[config.mk]
export PLATFORM = sky130hd
export DESIGN_NAME = parking_dual_gate_scheduler
export DESIGN_NICKNAME = d
export VERILOG_FILES = /design/src/rtl/parking_dual_gate_scheduler.sv
export SDC_FILE = /design/constraint.sdc
export NUM_CORES = 1
export LEC_CHECK = 0
export ABC_AREA = 1
export BUFFER_PORTS_ARGS = -buffer_cell sky130_fd_sc_hd__clkbuf_2
export CORE_ASPECT_RATIO = 0.9
export CORE_MARGIN = 1
export CORE_UTILIZATION = 50
export DETAILED_ROUTE_END_ITERATION = 6
export PLACE_DENSITY = 0.79
export SLEW_MARGIN = 20
export SYNTH_ARGS = -nofsm -noshare
export SYNTH_HDL_FRONTEND = slang
export SYNTH_SLANG_ARGS = --single-unit
export TNS_END_PERCENT = 10
[constraint.sdc]
create_clock -name clk -period 2.4 [get_ports clk]
set_input_delay 0.12 -clock clk [delete_from_list [all_inputs] [get_ports clk]]
set_output_delay 0.12 -clock clk [all_outputs]
set_load 0.01 [all_outputs]
[src/rtl/parking_dual_gate_scheduler.sv]
// parking_dual_gate_scheduler: two-gate sensor FSMs round-robin scheduled onto a saturating occupancy counter
module parking_dual_gate_scheduler #(
  parameter int CAPACITY = 25,
  parameter int CW = 5
) (
  input  logic          clk,
  input  logic          reset,
  input  logic          outer_a,
  input  logic          inner_a,
  input  logic          outer_b,
  input  logic          inner_b,
  output logic [CW-1:0] count,
  output logic          full,
  output logic          empty,
  output logic          enter_pulse,
  output logic          exit_pulse,
  output logic          reject_pulse,
  output logic          served_gate
);
  typedef enum logic [2:0] {IDLE, EN1, EN2, EN3, EX1, EX2, EX3} state_t;
  state_t st [2];
  logic [1:0] sens [2];
  logic [1:0] done, is_enter, pend, kind;
  logic ptr, sel, serve;
  assign sens[0] = {outer_a, inner_a};
  assign sens[1] = {outer_b, inner_b};
  assign serve = |pend;
  assign sel = &pend ? ptr : pend[1];
  assign full = count == CW'(CAPACITY);
  assign empty = count == '0;
  function automatic state_t next_state(input state_t s, input logic [1:0] i);
    case (s)
      IDLE:    return i == 2'b10 ? EN1 : i == 2'b01 ? EX1 : IDLE;
      EN1:     return i == 2'b11 ? EN2 : i == 2'b00 ? IDLE : EN1;
      EN2:     return i == 2'b01 ? EN3 : i == 2'b10 ? EN1 : i == 2'b00 ? IDLE : EN2;
      EN3:     return i == 2'b00 ? IDLE : i == 2'b11 ? EN2 : EN3;
      EX1:     return i == 2'b11 ? EX2 : i == 2'b00 ? IDLE : EX1;
      EX2:     return i == 2'b10 ? EX3 : i == 2'b01 ? EX1 : i == 2'b00 ? IDLE : EX2;
      EX3:     return i == 2'b00 ? IDLE : i == 2'b11 ? EX2 : EX3;
      default: return IDLE;
    endcase
  endfunction
  always_comb begin
    done = '0;
    is_enter = '0;
    for (int g = 0; g < 2; g++) begin
      done[g] = (st[g] == EN3 || st[g] == EX3) && sens[g] == 2'b00;
      is_enter[g] = st[g] == EN3;
    end
  end
  always_ff @(posedge clk) begin
    if (reset) begin
      st[0] <= IDLE;
      st[1] <= IDLE;
      pend <= '0;
      kind <= '0;
      ptr <= 1'b0;
      count <= '0;
      enter_pulse <= 1'b0;
      exit_pulse <= 1'b0;
      reject_pulse <= 1'b0;
      served_gate <= 1'b0;
    end else begin
      enter_pulse <= 1'b0;
      exit_pulse <= 1'b0;
      reject_pulse <= 1'b0;
      for (int g = 0; g < 2; g++) begin
        st[g] <= next_state(st[g], sens[g]);
        pend[g] <= done[g] | (pend[g] & ~(serve && sel == 1'(g)));
        if (done[g]) kind[g] <= is_enter[g];
      end
      if (&pend) ptr <= ~ptr;
      if (serve) begin
        served_gate <= sel;
        if (kind[sel]) begin
          if (!full) begin
            count <= count + 1'b1;
            enter_pulse <= 1'b1;
          end else reject_pulse <= 1'b1;
        end else begin
          if (!empty) begin
            count <= count - 1'b1;
            exit_pulse <= 1'b1;
          end else reject_pulse <= 1'b1;
        end
      end
    end
  end
endmodule

Yosys cells after proc, flatten, opt, wreduce, memory -nomap -nowiden
Memories as Yosys holds them, arrays and structs flattened.
Index checks and enable logic that the tools add are counted.
{ "totals": {"wordCells": 115, "mem_bits_rw": 6, "out_inout_bits": 11, "n_memories": 1, "regBits": 14} }
{ "op_classes": {"reduce_logical": 17, "n_eq_ne": 21, "addsub": 2, "bitwise": 12, "muxes": 52, "order_cmp": 1} }
{ "mem_list": {"columns": ["memory", "depth", "width", "rd", "rd_clocked_by_memory_dff", "write_ports", "line", "text"], "rows": [
  ["st", 2, 3, 2, 0, 2, "21", "state_t st [2];"]
]} }
{ "ops": {"columns": ["cell", "count"], "rows": [
  ["$mux W3", 20],
  ["$pmux W3 S7", 2],
  ["$mux W2", 12],
  ["$eq A3 B3 Y1 const B", 6],
  ["$mux W1", 15],
  ["$mux W5", 3],
  ["$eq A3 B2 Y1 const B", 4],
  ["$eq A2 B2 Y1 const B", 4],
  ["$eq A3 B1 Y1 const B", 2],
  ["$logic_not A3 Y1", 2],
  ["$not A1 Y1", 6],
  ["$reduce_or A3 Y1", 2],
  ["$add A5 B1 Y5 const B", 1],
  ["$eq A5 B5 Y1 const B", 1],
  ["$logic_not A5 Y1", 1],
  ["$sub A5 B1 Y5 const B", 1],
  ["$eq A2 B1 Y1 const B", 2],
  ["$logic_and A1 B1 Y1", 4],
  ["$logic_not A2 Y1", 2],
  ["$or A1 B1 Y1", 4],
  ["$reduce_or A2 Y1", 2],
  ["$reduce_and A3 Y1", 1],
  ["$and A1 B1 Y1", 2],
  ["$logic_or A1 B1 Y1", 2],
  ["other kinds (4)", 4]
]} }

Longest topological paths before layout
Gate-level depths: netlist of run 1.
{ "depth": {"word_depth": 7, "depth_mapped": 16, "depth_no_buf": 16} }

Worst setup path before layout of run 1
OpenSTA, ideal clock, no wires.
{ "synth_timing": {"path_kind": "flip-flop to flip-flop", "startpoint": "register pend[0]", "endpoint": "register count[4]", "path_stages_with_launch": 14, "setup_time_ps": 109, "setup_slack_ps": 739, "arrival_time_ps": 1551, "period_less_slack_ps": 1661, "n_path_buf": 0, "required_ps": 2291, "cell_sequence": "dfxtp_1 inv_1 o21ai_2 nand2_2 nand2_4 inv_1 ha_1 inv_1 o21ai_0 inv_1 nand3_1 nand3_1 nand2_1 inv_1"} }
{ "synth_between": {"elab_chain_len": 6, "elab_cells_between_ends": 9, "classes_between": "eq/ne (2); mux (4); reduce/logical (3)"} }
{ "synth_lines": {"columns": ["item", "line", "text"], "rows": [
  ["from (decl)", "23", "logic [1:0] done, is_enter, pend, kind;"],
  ["from (signal, indexed assignment)", "69", "pend[g] <= done[g] | (pend[g] & ~(serve && sel == 1'(g)));"],
  ["$reduce_and A2 Y1", "28", "assign sel = &pend ? ptr : pend[1];"],
  ["$mux W1", "28", null],
  ["$mux W1 (implied by the code) (2 in series)", "75", "if (kind[sel]) begin"],
  ["$ne A2 B1 Y1 (no source line) / $ne A2 B2 Y1 (equally long branches)", null, null],
  ["$reduce_and A3 Y1 (no source line)", null, null],
  ["to (signal assigned)", "77", "count <= count + 1'b1;"],
  ["to (signal assigned)", "82", "count <= count - 1'b1;"],
  ["to (decl)", "12", "output logic [CW-1:0] count,"]
]} }
Several ways; a longest one is shown, not always the timed one. The select of a mux whose other input is x is not followed.
A chain may end at the register's enable or synchronous reset.

Worst setup path after layout of run 1
Ends and elaborated chain as after synthesis.

==> results of run 1 <==
==> per-stage QoR <==
step / util [%] / cells / worst slack [ns] / cell area, sq um / power, mW
floorplan: - / 186 / 0.7394 / 1320 / 0.4095
global placement: 58.01 / 229 / 0.6764 / 1431 / 0.4276
detailed placement: 58.01 / 229 / 0.5647 / 1431 / 0.4348
CTS: 59.48 / 233 / 0.5184 / 1468 / 0.6250
global route: 59.48 / 233 / 0.3389 / 1468 / 0.6551
finish: 59.48 / 233 / 0.5089 / 1468 / 0.6227
==> worst max-delay path: cells and delay by family, from the launching register on <==
kind	cells	cell delay [ns]
and+or+nand+nor	5	0.43
DFF	1	0.40
AOI/OAI and AO/OA	2	0.38
buffers and inverters	5	0.31
adders and majority gates	1	0.27
==> per-layer routing <==
layer	track usage, %	routed length [um]
met1	25.16	1220
met2	43.06	1425
met3	4.897	85
met4	5.285	38
met5	0	0
==> kinds of logic after synthesis <==
logic type	count (synthesis)	synth area share [%]
buf+inv	40	11.37
fa+ha+maj	15	14.22
simple gates	74	26.64
compound gates	34	15.45
flops	20	30.33
xor+xnor	3	1.991
==> state kept, by name (all words and copies together), names as in the netlist <==
register,flops
exit_pulse,1
ptr,1
st,6
kind,2
reject_pulse,1
served_gate,1
enter_pulse,1
count,5
pend,2
==> final timing paths <==
path | from | end | slack, ns | cells after the start
hold reg to reg | served_gate | served_gate | 0.50 | 2
setup / recovery | pend[0] | count[4] | 0.51 | 13
setup reg to reg | pend[0] | count[4] | 0.51 | 13
hold / removal | reset | kind[0] | 0.12 | 2
==> power breakdown <==
part / switching (mW) / leakage, nW / internal, mW / total (mW)
logic: 0.0486 / 0.576 / 0.0268 / 0.0754
clock network: 0.102 / 0.0210 / 0.0925 / 0.194
registers: 0.0122 / 0.162 / 0.341 / 0.353
total: 0.163 / 0.759 / 0.460 / 0.623
==> area by class of cell <==
| cell class | instances | area share [%] |
|---|---|---|
| clock buffer | 4 | 2.472 |
| inverter | 39 | 9.974 |
| multi-input combinational | 126 | 52.43 |
| sequential | 20 | 27.28 |
| tap | 28 | 2.387 |
| timing repair buffer | 16 | 5.456 |
==> placed cells by master (no fill, tap or decap) <==
cell      instances
xnor2_1           1
a21o_1            1
nand2_2           1
nor3_1            4
nand3_2           2
a211oi_1          1
o21ai_0           8
o22ai_1           1
dfxtp_1          20
xor2_1            2
o21ai_2           1
nand2_4           3
a21oi_1          13
clkbuf_4          3
nand3_1          15
a21oi_2           1
a21boi_0          1
nor2_1           20
ha_1             15
clkbuf_8          1
o21ai_1           2
a41oi_1           1
or2_4             1
inv_1            38
inv_2             1
a311oi_1          2
o211ai_1          1
nand2_1          25
nand4_1           3
clkbuf_2         16
a221oi_1          1
==> results.ini, run 1 <==
[placed_design]
dp_hpwl_um=2224
place.gp.congestion=0.8505
io_buffer_count=16

[sta]
clock_skew_ns=0.004798
holdWs_ns=0.1248
worst_pin_slew_ns=0.2720
max_freq_mhz=528.8
max_slew_margin_pct=81.73
drv_slew=0
rsz0062_at_grt=false
hold_viol_final=0
fin_crit_ns=1.891
fin_crit_sh_pct=78.79
tns_ns=0
setup_viol=0

[logic_synthesis]
synth_top_area_cell=dfxtp_1
yosysMostFrequentCell=inv_1
syn-num-nets=207
synth_top_area_share_pct=30.33
async_flop_share_pct=0
syn_area_per_cell_sq_um=7.097
syn_area_sq_um=1320
synth_cell_type_count=29
synth-warning-count=0
synth_area_leaders=dfxtp_1 (30%), ha_1 (14%), inv_1 (11%)
ys_top_cells_by_count=inv_1 (38), nand2_1 (25), dfxtp_1 (20), nor2_1 (20)
synth_enable_flop_cells=0
yosysSeqAreaShare_pct=30.33
synth-seq-cells=20
syn_inst=186
synth_top_flop_cell=dfxtp_1

[finish]
seq_area_sq_um=400.4
n_fill_cell=238
finalNetCount=227
area_delta_synth_final_pct=11.19
drive_gt1_share_pct=14.63
multi_input_area_sq_um=769.5
antenna_cells=0

[pwr]
peakVddDrop_uv=353.7
power.density_nw_per_um2=424.3
leakagePower_nw=0.7587

[global_routing]
grt_pass1_vias=1196
grtUsageTotal_pct=22.44
grt_pass1_wl_um=5037
grt_overflow=0
antenna_found_initial=0
grt_max_degree=12

[setup_path]
worst-path-max-fanout=5
crit_path_end_kind=flop
path_cells=inv_1 -> o21ai_2 -> nand2_2 -> nand2_4 -> inv_1 -> ha_1 -> inv_1 -> o21ai_0 -> inv_1 -> nand3_1 -> nand3_1 -> nand2_1 -> inv_1
critPathLaunchType=flop
crit_required_ns=2.61
critical_path.slowest_cell=dfxtp_1
worstSetupPathType=reg2reg
arrival_ns=2.10
critPathMostFrequentCell=inv_1
slowest_delay_ns=0.40

[floorplanning]
initial_core_util_pct=53.50
die_h_um=50.75
die_w_um=56.16
die_area_sq_um=2850
num_io_pins=17
core_sq_um=2467
rows=17

[route]
ant_nets=0
drt-initial-drc-count=23
drt_pre_antenna_iters=4
viasPerCell=5.223
drc_errors=0
totalWireLength_um=2769
num_vias=1217
wl_per_cell_um=11.88

[clock_tree]
insertion_delay_ns=0.30
cts_root_buffer=clkbuf_4
hold_buffers=0
cts_resized=0
postCtsSetupRepairBufs=0
clk_pin_slew_worst_paths_ns=0.11
cts_sinks=20
h-tree-depth=1
cts_buffers=3
cts_tree=yes
max-clock-path-buffers=2

[worst_hold_path]
hold_class=in2reg

[run_status]
outcome=complete, no violations

[flow_run]
drv_cap=0

No activity file was read; power rests on OpenSTA's default activity.
==> run 2, diff against run 1 <==
==> constraint.sdc (replaced) <==
create_clock -name clk -period 1.9 [get_ports clk]
set_input_delay 0.095 -clock clk [delete_from_list [all_inputs] [get_ports clk]]
set_output_delay 0.095 -clock clk [all_outputs]
set_load 0.01 [all_outputs]
==> results.ini, run 2 (same netlist as run 1, synthesis figures left out) <==
[run_status]
outcome=complete, no violations

[global_routing]
grt_pass1_vias=1196  ; unchanged
grt_max_degree=12  ; unchanged
antenna_found_initial=0  ; unchanged
grtUsageTotal_pct=22.44  ; unchanged
grt_pass1_wl_um=5037  ; unchanged
grt_overflow=0  ; unchanged

[sta]
worst_pin_slew_ns=0.2553  ; -0.01670 ns
hold_viol_final=0  ; unchanged
max_freq_mhz=575.8  ; +8.9%
rsz0062_at_grt=false
tns_ns=0  ; unchanged
fin_crit_ns=1.737  ; -0.1544 ns
clock_skew_ns=0.003976  ; -0.0008225 ns
drv_slew=0  ; unchanged
fin_crit_sh_pct=91.41  ; +13 points
setup_viol=0  ; unchanged
max_slew_margin_pct=82.85  ; +1.1 points
final.setup.worst_slack_ns=0.1633  ; -0.3456 ns

[finish]
area_delta_synth_final_pct=12.80
drive_gt1_share_pct=16.50  ; +1.9 points
mostFrequentLayoutCells=inv_1 (38), nand2_1 (25), nor2_1 (20)
finalNetCount=228  ; +0.44%
largest_register_ffs=6  ; unchanged
largest-register=st
reg_top3=st x6, count x5
n_fill_cell=235  ; -1.3%
final_common_cell=inv_1
antenna_cells=0  ; unchanged

[floorplanning]
die_w_um=56.16  ; unchanged
core_sq_um=2467  ; unchanged
num_io_pins=17  ; unchanged
die_area_sq_um=2850  ; unchanged
rows=17  ; unchanged
initial_core_util_pct=53.50  ; unchanged
die_h_um=50.75  ; unchanged

[setup_path]
path_cells=inv_1 -> o21ai_4 -> nand2_2 -> nand2_4 -> inv_1 -> ha_1 -> inv_1 -> o21ai_1 -> inv_1 -> nand3_1 -> nand3_1 -> nand2_1 -> inv_1
slowest_delay_ns=0.38  ; -0.02 ns
critical_path.slowest_cell=dfxtp_4
critPathMostFrequentCell=inv_1
worstSetupPathType=reg2reg
crit_path_end_kind=flop
crit_required_ns=2.11  ; -0.50 ns
critPathLaunchType=flop
worst-path-max-fanout=5  ; unchanged
arrival_ns=1.94  ; -0.16 ns

[route]
viasPerCell=5.226  ; about the same
drt-initial-drc-count=26  ; +13%
ant_nets=0  ; unchanged
totalWireLength_um=2786  ; +0.61%
wl_per_cell_um=11.91  ; +0.18%
num_vias=1223  ; +0.49%
drt_pre_antenna_iters=4  ; unchanged
drc_errors=0  ; unchanged

[placed_design]
pre_cts_slack_ns=0.06473  ; -0.5000 ns
place.gp.congestion=0.8505  ; unchanged
io_buffer_count=16  ; unchanged
dp_hpwl_um=2224  ; unchanged

[clock_tree]
max-clock-path-buffers=2  ; unchanged
cts_buffers=3  ; unchanged
h-tree-depth=1  ; unchanged
clk_pin_slew_worst_paths_ns=0.11  ; about the same
hold_buffers=0  ; unchanged
insertion_delay_ns=0.30  ; about the same
cts_tree=yes
cts_root_buffer=clkbuf_4
cts_sinks=20  ; unchanged

[worst_hold_path]
hold_class=in2reg

[pwr]
power.density_nw_per_um2=526.7  ; +24%
p_sw_share_pct=26.06  ; -0.052 points
finalPower_mw=0.7842  ; +26%
comb_power_share_pct=12.2  ; about the same
p_sw_mw=0.2044  ; +26%
p_clk_share_pct=31.1  ; about the same
peakVddDrop_uv=445.2  ; +26%
leakagePower_nw=0.7664  ; +1.0%
intPower_mw=0.5798  ; +26%
pwr-share-seq_pct=56.7  ; about the same

[flow_run]
drv_cap=0  ; unchanged

[run 2: cell types whose count changed in the layout (fill, tap and decap cells not counted)]
cell and delta:
dfxtp_1 -3, o21ai_0 -1, o21ai_2 -1, buf_4 +1
o21ai_4 +1, dfxtp_2 +2, dfxtp_4 +1, o21ai_1 +1
[run 2: final cells by class]
class	instances	area [sq um]	area share, %
multi-input combinational	126	777.0	52.18
sequential	20	406.6	27.31
inverter	39	146.4	9.832
timing repair buffer	17	87.58	5.882
clock buffer	4	36.28	2.437
tap	28	35.03	2.353
[run 2: per-stage QoR]
step           area, sq um  utilization [%]  cells  hold slack (ns)
6_report              1489            60.34    234           0.1043
5_1_grt               1489            60.34    234           0.1068
4_1_cts               1468            59.48    233          0.09833
3_5_place_dp          1431            58.01    229           0.4144
3_3_place_gp          1431            58.01    229           0.4085
2_1_floorplan         1320                -    186           0.3827
[run 2: power by group through the flow]
stage	sequential, mW	combinational [mW]	clock, mW
2_1_floorplan	0.452	0.0655	0
3_3_place_gp	0.455	0.0856	0
3_5_place_dp	0.455	0.0942	0
4_1_cts	0.446	0.0948	0.249
5_1_grt	0.447	0.109	0.271
6_report	0.445	0.0955	0.244
[run 2: routing by layer]
metal  part of all wire, %  vias to the layer above  track usage, %
met4                   1.4                        0           5.285
li1                      -                      641               -
met2                    51                       24           43.06
met1                    44                      554           25.16
met3                   3.2                        4           4.897
met5                     0                        -               0
[run 2: final timing paths]
path	startpoint	end	slack (ns)	depth (start not counted)
worst max-delay path	pend[0]	count[4]	0.16	13
worst min-delay path	reset	kind[0]	0.10	2
worst max register to register	pend[0]	count[4]	0.16	13
worst min register to register	served_gate	served_gate	0.50	2
[run 2: what timing repair did]
item                                    CTS  global route
resized for setup                         0             6
endpoints found under the setup margin    0             2
hold endpoints to repair                  0             0
setup buffers                             0             1
[run 2: worst max-delay path, delay by kind of cell (launching register included)]
| kind | cells | cell delay [ns] |
|---|---|---|
| compound gates | 2 | 0.31 |
| fa+ha+maj | 1 | 0.27 |
| buf+inv | 5 | 0.30 |
| flops | 1 | 0.38 |
| simple gates | 5 | 0.40 |
==> run 3, diff against run 2 <==
--- a/config.mk
+++ b/config.mk
@@ -11,7 +11,7 @@
 export CORE_MARGIN = 1
 export CORE_UTILIZATION = 50
 export DETAILED_ROUTE_END_ITERATION = 6
-export PLACE_DENSITY = 0.79
+export PLACE_DENSITY = 0.81
 export SLEW_MARGIN = 20
 export SYNTH_ARGS = -nofsm -noshare
 export SYNTH_HDL_FRONTEND = slang
==> constraint.sdc (replaced) <==
create_clock -name clk -period 1.45 [get_ports clk]
set_input_delay 0.0725 -clock clk [delete_from_list [all_inputs] [get_ports clk]]
set_output_delay 0.0725 -clock clk [all_outputs]
set_load 0.01 [all_outputs]
==> results.ini, run 3 (same netlist as run 1, synthesis figures left out) <==
[pwr]
leakagePower_nw=0.8322  ; +8.6%
pwr-share-seq_pct=60.0  ; +3.3 points
p_sw_share_pct=27.37  ; +1.3 points
intPower_mw=0.7057  ; +22%
peakVddDrop_uv=519.8  ; +17%
p_clk_share_pct=27.4  ; -3.7 points
p_sw_mw=0.2659  ; +30%
comb_power_share_pct=12.6  ; +0.4 points
power.density_nw_per_um2=595.5  ; +13%

[sta]
clock_skew_ns=0.003564  ; -0.0004119 ns
setup_viol=5  ; +5
worst_pin_slew_ns=0.3037  ; +0.04841 ns
rsz0062_at_grt=true
fin_crit_sh_pct=112.5  ; +21 points
holdWs_ns=0.1077  ; +0.003308 ns
drv_slew=0  ; unchanged
hold_viol_final=0  ; unchanged
final.setup.worst_slack_ns=-0.1806  ; -0.3439 ns
max_freq_mhz=613.3  ; +6.5%
max_slew_margin_pct=79.61  ; -3.2 points
fin_crit_ns=1.631  ; -0.1061 ns

[finish]
final_common_cell=inv_1
largest_register_ffs=6  ; unchanged
finalNetCount=242  ; +6.1%
largest-register=st
area_delta_synth_final_pct=23.60
antenna_cells=0  ; unchanged
mostFrequentLayoutCells=inv_1 (34), nand2_1 (23), nor2_1 (20)
reg_top3=st x6, count x5
drive_gt1_share_pct=27.40  ; +11 points

[route]
totalWireLength_um=2707  ; -2.8%
num_vias=1266  ; +3.5%
wl_per_cell_um=10.96  ; -7.9%
drc_errors=0  ; unchanged
viasPerCell=5.126  ; -1.9%
ant_nets=0  ; unchanged
drt-initial-drc-count=38  ; +46%
drt_pre_antenna_iters=4  ; unchanged

[placed_design]
io_buffer_count=16  ; unchanged
dp_hpwl_um=2056  ; -7.5%
pre_cts_slack_ns=-0.1719  ; -0.2367 ns
place.gp.congestion=0.8605  ; +1.2%

[global_routing]
grt_max_degree=11  ; -1
grt_pass1_vias=1145  ; -4.3%
antenna_found_initial=0  ; unchanged
use_met2_pct=35.52  ; -7.5 points
met3_usage_pct=4.639  ; -0.26 points
grt_overflow=0  ; unchanged
grt_busiest_layer=met2
grt_pass1_wl_um=4816  ; -4.4%
grtUsageTotal_pct=21.46  ; -0.98 points
grtUsageMet1_pct=28.19  ; +3.0 points

[setup_path]
critPathLaunchType=flop
cp_num_buf_inv=4  ; -1
arrival_ns=1.84  ; -0.10 ns
worstSetupPathType=reg2reg
path_cells=inv_2 -> o21ai_4 -> nand2_2 -> nand2_4 -> nand2_2 -> nand2_1 -> inv_1 -> ha_2 -> inv_2 -> nand2_4 -> xnor2_2 -> o21ai_1 -> inv_1
critical_path.slowest_cell=dfxtp_2
r2r-start=pend[0]
crit_required_ns=1.66  ; -0.45 ns
startpoint=pend[0]
crit_path_end_kind=flop
worst-path-max-fanout=4  ; -1
slowest_delay_ns=0.37  ; about the same
cp_top_family=flip-flops

[floorplanning]
die_h_um=50.75  ; unchanged
num_io_pins=17  ; unchanged
die_w_um=56.16  ; unchanged
rows=17  ; unchanged
initial_core_util_pct=53.50  ; unchanged
core_sq_um=2467  ; unchanged
die_area_sq_um=2850  ; unchanged

[clock_tree]
cts_tree=yes
insertion_delay_ns=0.30  ; about the same
clk_pin_slew_worst_paths_ns=0.11  ; about the same
h-tree-depth=1  ; unchanged
hold_buffers=0  ; unchanged
cts_sinks=20  ; unchanged
max-clock-path-buffers=2  ; unchanged
cts_buffers=3  ; unchanged
cts_root_buffer=clkbuf_4

[worst_hold_path]
hold_class=in2reg
min-delay-start=reset

[run_status]
outcome=finished with violations
violations=setup timing

[flow_run]
drv_cap=0  ; unchanged

-- run 3: area by class of cell --
cell class / count / area [sq um]
inverters: 39 / 146.4
clock buffers: 3 / 22.52
repair buffers: 31 / 192.7
well taps: 28 / 35.03
multi-input cells: 126 / 828.3
flip-flops and latches: 20 / 406.6
fillers: 214 / 835.8
-- run 3: worst reg2reg max path, cell delays in order (launching register included) --
cell and delay [ns]:
dfxtp_2 0.37, inv_2 0.05, o21ai_4 0.13, nand2_2 0.11, nand2_4 0.09, nand2_2 0.05
nand2_1 0.06, inv_1 0.05, ha_2 0.17, inv_2 0.06, nand2_4 0.06, xnor2_2 0.13
o21ai_1 0.15, inv_1 0.05
-- run 3: path summary, 6_finish.rpt --
path	end	slack (ns)	cells past startpoint
min reg2reg	served_gate	0.47	2
max	count[2]	-0.18	13
max reg2reg	count[2]	-0.18	13
min	served_gate	0.11	3
-- run 3: stage by stage --
stage	instance area [sq um]	std cells	TNS [ns]	util [%]	power [mW]
3_3_place_gp	1559	241	-0.3298	63.18	0.7156
4_1_cts	1623	247	-0.4590	65.77	0.9808
3_5_place_dp	1559	241	-0.5480	63.18	0.7185
6_report	1632	247	-0.5849	66.13	0.9716
2_1_floorplan	1358	186	-0.1663	-	0.6783
5_1_grt	1632	247	-1.227	66.13	1.021
-- run 3: power by group through the flow --
stage | logic (mW) | clock network, mW | registers (mW)
floorplan | 0.0861 | 0 | 0.592
global placement | 0.119 | 0 | 0.596
detailed placement | 0.121 | 0 | 0.597
CTS | 0.123 | 0.275 | 0.583
global route | 0.140 | 0.294 | 0.587
finish | 0.123 | 0.266 | 0.583
-- run 3: repair_timing --
item	CTS	global route
pin swaps	8	1
setup endpoints to repair	5	5
buffers inserted	3	0
gates resized for setup	6	2
-- run 3: per-layer routing --
layer	vias to the layer above	wire [um]
li1	671	-
met3	2	103
met2	24	1242
met5	-	0
met4	0	24
met1	569	1337
